==> config.mk <==
export PLATFORM = sky130hd
export DESIGN_NAME = square_status_scheduler
export DESIGN_NICKNAME = d
export VERILOG_FILES = /design/src/rtl/square_status_scheduler.sv
export SDC_FILE = /design/constraint.sdc
export NUM_CORES = 1
export LEC_CHECK = 0
export ABC_CLOCK_PERIOD_IN_PS = 7700
export CORE_MARGIN = 2
export CORE_UTILIZATION = 60
export CTS_BUF_LIST = sky130_fd_sc_hd__clkbuf_16
export CTS_CLUSTER_SIZE = 8
export DETAILED_ROUTE_END_ITERATION = 6
export GPL_TIMING_DRIVEN = 0
export HOLD_SLACK_MARGIN = 0.06
export PLACE_DENSITY = 0.8
export REMOVE_ABC_BUFFERS = 1
export SLEW_MARGIN = 5
export SYNTH_ARGS = -nofsm -noshare
export SYNTH_HDL_FRONTEND = slang
export SYNTH_SLANG_ARGS = --single-unit
==> constraint.sdc <==
create_clock -name CLK -period 7.7 [get_ports CLK]
set_input_delay 1.54 -clock CLK [delete_from_list [all_inputs] [get_ports CLK]]
set_output_delay 1.54 -clock CLK [all_outputs]
set_load 0.05 [all_outputs]
==> src/rtl/square_status_scheduler.sv <==
// -----------------------------------------------------------------------------
// square_status_scheduler
//
// Turns raw game-event requests (collision, heal pickup, shield pickup) into
// spaced one-cycle HURT / RECOVER pulses and a timed INVINCIBLE_ENABLE level
// for the square colour controller. The square's life level is tracked in
// lockstep with that controller, so every emitted pulse is a real change.
//
// Optional feature macro: SQUARE_REGEN_EN
//   When defined, LIFE auto-recovers by one every REGEN_TICKS ticks while the
//   square is IDLE or COOLDOWN and below full life.
//
// Ports
//   CLK                in   system clock, posedge
//   RESET              in   synchronous, active-high
//   HIT_REQ            in   collision request level (rising edge = event)
//   HEAL_REQ           in   heal pickup level (rising edge = event)
//   SHIELD_REQ         in   shield pickup level (rising edge = event)
//   PAUSE              in   freezes prescaler, timers and request acceptance
//   HURT               out  one-cycle pulse, life decremented
//   RECOVER            out  one-cycle pulse, life incremented
//   INVINCIBLE_ENABLE  out  high while the shield is active
//   LIFE[1:0]          out  2=strong, 1=ok, 0=weak
//   DEAD               out  sticky until RESET
// -----------------------------------------------------------------------------
module square_status_scheduler #(
    parameter int TICK_DIV       = 50000,
    parameter int INV_TICKS      = 3000,
    parameter int COOLDOWN_TICKS = 500,
    parameter int REGEN_TICKS    = 5000
) (
    input  logic       CLK,
    input  logic       RESET,
    input  logic       HIT_REQ,
    input  logic       HEAL_REQ,
    input  logic       SHIELD_REQ,
    input  logic       PAUSE,
    output logic       HURT,
    output logic       RECOVER,
    output logic       INVINCIBLE_ENABLE,
    output logic [1:0] LIFE,
    output logic       DEAD
);

    localparam int PW = $clog2(TICK_DIV);

    if (TICK_DIV < 2) begin : g_bad_tick_div
        $error("TICK_DIV must be at least 2");
    end
    if ((INV_TICKS < 1) || (INV_TICKS > 65535)) begin : g_bad_inv
        $error("INV_TICKS out of range 1..65535");
    end
    if ((COOLDOWN_TICKS < 1) || (COOLDOWN_TICKS > 65535)) begin : g_bad_cool
        $error("COOLDOWN_TICKS out of range 1..65535");
    end
    if ((REGEN_TICKS < 1) || (REGEN_TICKS > 65535)) begin : g_bad_regen
        $error("REGEN_TICKS out of range 1..65535");
    end

    typedef enum logic [1:0] {
        S_IDLE     = 2'd0,
        S_COOLDOWN = 2'd1,
        S_SHIELDED = 2'd2,
        S_DEAD     = 2'd3
    } state_t;

    state_t        r_state,   w_state_nxt;
    logic [PW-1:0] r_presc,   w_presc_nxt;
    logic [15:0]   r_timer,   w_timer_nxt;
    logic [1:0]    r_life,    w_life_nxt;
    logic          r_pending, w_pending_nxt;
    logic          r_hurt,    w_hurt_nxt;
    logic          r_recover, w_recover_nxt;
    logic          r_hit_prev, r_heal_prev, r_shield_prev;
    logic          w_load;

`ifdef SQUARE_REGEN_EN
    logic [15:0]   r_regen,   w_regen_nxt;
    logic          w_regen_run;
    logic          w_regen_exp;
    logic          w_regen_fire;
`endif

    // Edge events; edges seen while paused are consumed but discarded.
    logic w_hit_ev, w_heal_ev, w_shield_ev, w_any_ev, w_tick;
    assign w_hit_ev    = HIT_REQ    & ~r_hit_prev    & ~PAUSE;
    assign w_heal_ev   = HEAL_REQ   & ~r_heal_prev   & ~PAUSE;
    assign w_shield_ev = SHIELD_REQ & ~r_shield_prev & ~PAUSE;
    assign w_any_ev    = w_hit_ev | w_heal_ev | w_shield_ev;
    assign w_tick      = (r_presc == PW'(TICK_DIV - 1)) & ~PAUSE;

    // State register
    always_ff @(posedge CLK) begin
        if (RESET) begin
            r_state       <= S_IDLE;
            r_presc       <= '0;
            r_timer       <= '0;
            r_life        <= 2'd2;
            r_pending     <= 1'b0;
            r_hurt        <= 1'b0;
            r_recover     <= 1'b0;
            r_hit_prev    <= 1'b0;
            r_heal_prev   <= 1'b0;
            r_shield_prev <= 1'b0;
`ifdef SQUARE_REGEN_EN
            r_regen       <= '0;
`endif
        end else begin
            r_state       <= w_state_nxt;
            r_presc       <= w_presc_nxt;
            r_timer       <= w_timer_nxt;
            r_life        <= w_life_nxt;
            r_pending     <= w_pending_nxt;
            r_hurt        <= w_hurt_nxt;
            r_recover     <= w_recover_nxt;
            r_hit_prev    <= HIT_REQ;
            r_heal_prev   <= HEAL_REQ;
            r_shield_prev <= SHIELD_REQ;
`ifdef SQUARE_REGEN_EN
            r_regen       <= w_regen_nxt;
`endif
        end
    end

    // Next-state logic
    always_comb begin
        w_state_nxt   = r_state;
        w_timer_nxt   = r_timer;
        w_life_nxt    = r_life;
        w_pending_nxt = r_pending;
        w_hurt_nxt    = 1'b0;
        w_recover_nxt = 1'b0;
        w_load        = 1'b0;

        if (!PAUSE) begin
            case (r_state)
                S_IDLE, S_COOLDOWN: begin
                    if (w_tick && (r_timer != 16'd0))
                        w_timer_nxt = r_timer - 16'd1;
                    if ((r_state == S_COOLDOWN) && w_tick && (r_timer == 16'd1))
                        w_state_nxt = S_IDLE;

                    // A heal deferred by the shield is serviced on the first
                    // IDLE cycle, one cycle after INVINCIBLE_ENABLE falls.
                    if ((r_state == S_IDLE) && r_pending) begin
                        w_pending_nxt = 1'b0;
                        if (r_life < 2'd2) begin
                            w_recover_nxt = 1'b1;
                            w_life_nxt    = r_life + 2'd1;
                        end
                    end else if (w_shield_ev) begin
                        w_state_nxt = S_SHIELDED;
                        w_timer_nxt = 16'(INV_TICKS);
                        w_load      = 1'b1;
                        if (w_heal_ev)
                            w_pending_nxt = 1'b1;
                    end else if (w_heal_ev) begin
                        if (r_life < 2'd2) begin
                            w_recover_nxt = 1'b1;
                            w_life_nxt    = r_life + 2'd1;
                        end
                    end else if (w_hit_ev && (r_state == S_IDLE)) begin
                        if (r_life != 2'd0) begin
                            w_hurt_nxt  = 1'b1;
                            w_life_nxt  = r_life - 2'd1;
                            w_timer_nxt = 16'(COOLDOWN_TICKS);
                            w_load      = 1'b1;
                            w_state_nxt = S_COOLDOWN;
                        end else begin
                            w_state_nxt = S_DEAD;
                        end
                    end
                end

                S_SHIELDED: begin
                    if (w_heal_ev)
                        w_pending_nxt = 1'b1;
                    if (w_shield_ev) begin
                        w_timer_nxt = 16'(INV_TICKS);
                        w_load      = 1'b1;
                    end else if (w_tick) begin
                        w_timer_nxt = r_timer - 16'd1;
                        if (r_timer == 16'd1)
                            w_state_nxt = S_IDLE;
                    end
                end

                default: ;
            endcase
        end

`ifdef SQUARE_REGEN_EN
        // Regen counts only below full life outside the shield; any event or
        // pending heal in its expiry cycle wins and the interval restarts.
        w_regen_nxt  = r_regen;
        w_regen_run  = !PAUSE && ((r_state == S_IDLE) || (r_state == S_COOLDOWN))
                       && (r_life < 2'd2);
        w_regen_exp  = w_regen_run && w_tick && (r_regen == 16'd1);
        w_regen_fire = w_regen_exp && !w_any_ev && !((r_state == S_IDLE) && r_pending);
        if (w_regen_run && w_tick && (r_regen != 16'd0))
            w_regen_nxt = r_regen - 16'd1;
        if (w_regen_fire) begin
            w_recover_nxt = 1'b1;
            w_life_nxt    = r_life + 2'd1;
        end
        if ((w_life_nxt != r_life) || (w_regen_exp && !w_regen_fire) ||
            ((w_state_nxt == S_SHIELDED) && (r_state != S_SHIELDED))) begin
            w_regen_nxt = 16'(REGEN_TICKS);
            w_load      = 1'b1;
        end
`endif

        // Prescaler restarts whenever any timer is loaded.
        if (w_load)
            w_presc_nxt = '0;
        else if (PAUSE)
            w_presc_nxt = r_presc;
        else if (r_presc == PW'(TICK_DIV - 1))
            w_presc_nxt = '0;
        else
            w_presc_nxt = r_presc + PW'(1);
    end

    // Output logic
    always_comb begin
        HURT              = r_hurt;
        RECOVER           = r_recover;
        INVINCIBLE_ENABLE = (r_state == S_SHIELDED);
        LIFE              = r_life;
        DEAD              = (r_state == S_DEAD);
    end

endmodule

==> impl_metrics.env <==
export IMPL_holdPathStages=1
export IMPL_drtPass1Iterations=5
export IMPL_placed_cells=335
export IMPL_synth_edff_count=0
export IMPL_power_switching_mw=0.166
export IMPL_nets=305
export IMPL_r2r_start="r_presc[0]$_SDFFE_PP0N_"
export IMPL_post_synth_top_area_cell="dfxtp_1"
export IMPL_postRouteAntennaNets=0
export IMPL_cap_violations=0
export IMPL_cts_tree="done"
export IMPL_drc_errors=0
export IMPL_whs_endpoint="r_timer[13]$_SDFFE_PP0P_"
export IMPL_start_kind="input port"
export IMPL_grt_first_pass_wirelength_um=8360
export IMPL_path_clk_slew_ns=0.06
export IMPL_grt_start_max_net_pins=24
export IMPL_slew_viol_final=0
export IMPL_p_int_mw=0.384
export IMPL_status="finished clean"
export IMPL_diodes=0
export IMPL_place_hpwl_um=3510
export IMPL_avgRoutedWirePerCell_um=14.4
export IMPL_p_per_area_nw_per_um2=210
export IMPL_end_kind="flop"
export IMPL_syn_avg_cell_area_um2=8.27
export IMPL_critical_path_arrival_ns=4.41
export IMPL_clock_sinks=42
export IMPL_syn_area_um2=2370
export IMPL_combPwrFrac_pct=20.4
export IMPL_vdd_drop_max_uv=150
export IMPL_slew_headroom_pct=24.0
export IMPL_start_util_pct=63.4
export IMPL_cts_buffers=5
export IMPL_cts_setup_buffers=0
export IMPL_ys_seq_area_share_pct=35.4
export IMPL_reg2reg_to="r_timer[14]$_SDFFE_PP0P_"
export IMPL_area_growth_pct=10.7
export IMPL_place_gp_congestion=0.874
export IMPL_viasPerCell=6.14
export IMPL_crit_family="simple AND/OR/NAND/NOR gates"
export IMPL_placement_rows=22
export IMPL_finalSetupViolCount=0
export IMPL_crit_buf_inv=1
export IMPL_cts_buffer_depth=2
export IMPL_cp_startpoint="PAUSE"
export IMPL_vias=2106
export IMPL_worstHoldStart="r_timer[13]$_SDFFE_PP0P_"
export IMPL_final_cells=343
export IMPL_crit_chain="clkdlybuf4s50_1, nand4b_1, or4_1, o22a_1, a211oi_2, nand3b_1, a21oi_1"
export IMPL_hold_viol=0
export IMPL_crit_required_ns=7.89
export IMPL_synth_ff_type="dfxtp_1"
export IMPL_drtIter0Drc=193
export IMPL_fin_crit_ns=4.22
export IMPL_io_pin_count=12
export IMPL_finish_utilization_pct=70.2
export IMPL_grtUsageTotal_pct=24.5
export IMPL_ctsResizeCount=0
export IMPL_synth_top_cell_area_share_pct=35.4
export IMPL_syn_inst=287
export IMPL_slowest_delay_ns=0.67
export IMPL_yosysUniqueCellTypes=61
export IMPL_rsz0062_at_grt="no"
export IMPL_yosys_warnings=0
export IMPL_max_clock_freq_mhz=237
export IMPL_die_area_um2=4470
export IMPL_stdcell_area_um2=2630
export IMPL_antenna_found_initial=0
export IMPL_root_buffer="clkbuf_16"
export IMPL_seq_area_um2=841
export IMPL_hp_class="flop to flop"
export IMPL_tns_ns=0
export IMPL_fin_skew_ns=0.00442
export IMPL_path_depth=7
export IMPL_post_dp_cell_area_um2=2480
export IMPL_pwr_share_clk_pct=36.2
export IMPL_worstSkewPairLatency_ns=0.28
export IMPL_multiInputGateArea_um2=1440
export IMPL_grt_pass1_vias=1876
export IMPL_crit_path_max_fanout=14
export IMPL_io_buffer_count=11
export IMPL_path_class="input port to flop"
export IMPL_die_w_um=66.9
export IMPL_tightest_slew_ns=1.13
export IMPL_routed_wl_um=4940
export IMPL_ctsHoldBuffers=0
export IMPL_cp_slowest_cell="clkdlybuf4s50_1"
export IMPL_synth_commonest_cells="42 x dfxtp_1, 39 x nor2_1, 23 x nand2_1, 19 x a21oi_1"
export IMPL_switching_share_pct=30.2
export IMPL_reg2regPathDepth=7
export IMPL_seq_power_share_pct=43.4
export IMPL_period_share_pct=54.8
export IMPL_core_area_um2=3740
export IMPL_rrSetupSlack_ns=4.91
export IMPL_overflow=0
export IMPL_synth_area_leaders="dfxtp_1 35%, nor2_1 6.2%, xor2_1 4.1%, a21oi_1 4.0%, nand2_1 3.6%"
export IMPL_async_flop_share_pct=0
export IMPL_power_leakage_nw=0.942
export IMPL_ys_seq_elements=42
export IMPL_yosysMostFrequentCell="dfxtp_1"
export IMPL_cts_max_level=2
export IMPL_die_h_um=66.9
export IMPL_drive_gt1_share_pct=7.12
export IMPL_nFillCells=315
## cell usage in the layout (no fill, tap or decap), types with 5 or more instances in the layout
| master | Yosys | layout |
|---|---|---|
| o21ai_0 | 10 | 10 |
| nand2_1 | 23 | 23 |
| dfxtp_1 | 42 | 42 |
| ha_1 | 5 | 5 |
| xor2_1 | 11 | 11 |
| xnor2_1 | 6 | 6 |
| clkdlybuf4s50_1 | 0 | 11 |
| nand3_1 | 11 | 11 |
| inv_1 | 10 | 10 |
| clkbuf_16 | 0 | 5 |
| nor2_1 | 39 | 39 |
| a21oi_1 | 19 | 19 |
| nor3_1 | 11 | 11 |
| nor2b_1 | 5 | 5 |
| nand2b_1 | 6 | 6 |
## worst max path at each step
stage,to
after floorplan,r_timer[12]$_SDFFE_PP0P_
after global placement,r_timer[14]$_SDFFE_PP0P_
after detailed placement,r_timer[14]$_SDFFE_PP0P_
after CTS,r_timer[14]$_SDFFE_PP0P_
after global routing,r_timer[14]$_SDFFE_PP0P_
final,r_timer[14]$_SDFFE_PP0P_
## flip-flops by register name (all words and copies together) (netlist names)
name	cells
r_state	2
r_pending	1
r_shield_prev	1
r_timer	16
r_presc	16
r_heal_prev	1
LIFE	2
HURT	1
RECOVER	1
r_hit_prev	1
## cells by family after synthesis
logic type / count (synthesis) / synth area share [%]
simple gates: 129 / 27.7
buf+inv: 21 / 4.01
compound gates: 69 / 22.2
flops: 42 / 35.4
xor+xnor: 17 / 6.28
fa+ha+maj: 5 / 2.64
mux: 4 / 1.79
## through the flow
step	setup WS (ns)	total power [mW]	hold slack, ns
2_1_floorplan	4.37	0.323	0.434
3_3_place_gp	3.24	0.351	0.462
3_5_place_dp	3.21	0.353	0.463
4_1_cts	3.48	0.551	0.475
5_1_grt	3.23	0.575	0.492
6_report	3.48	0.550	0.477
## layout make-up
class	instances	share of cell area, %
sequential	42	32.0
clock buffer	5	4.76
inverter	10	1.43
multi-input combinational	224	54.7
clock inverter	3	0.619
timing repair buffer	11	4.19
tap	48	2.29
## per-layer routing
| metal | GRT usage [%] | vias up | wire (um) |
|---|---|---|---|
| li1 | - | 1063 | - |
| met4 | 8.42 | 0 | 58 |
| met2 | 41.4 | 45 | 2360 |
| met5 | 0 | - | 0 |
| met3 | 6.42 | 6 | 192 |
| met1 | 30.0 | 992 | 2330 |
## power groups by stage
stage                     logic (mW)  registers [mW]  clock network [mW]
after global placement         0.108           0.243                   0
final                          0.112           0.239               0.199
after floorplan               0.0791           0.244                   0
after detailed placement       0.109           0.243                   0
after global routing           0.123           0.240               0.212
after CTS                      0.110           0.239               0.202
## worst register-to-register path: stages (launching register included)
cell      delay (ns)
dfxtp_1         0.42
ha_1            0.26
nand4b_1        0.17
or4_1           0.63
o22a_1          0.42
a211oi_2        0.49
nand3b_1        0.13
a21oi_1         0.17
Power figures use the tool's default switching activity.
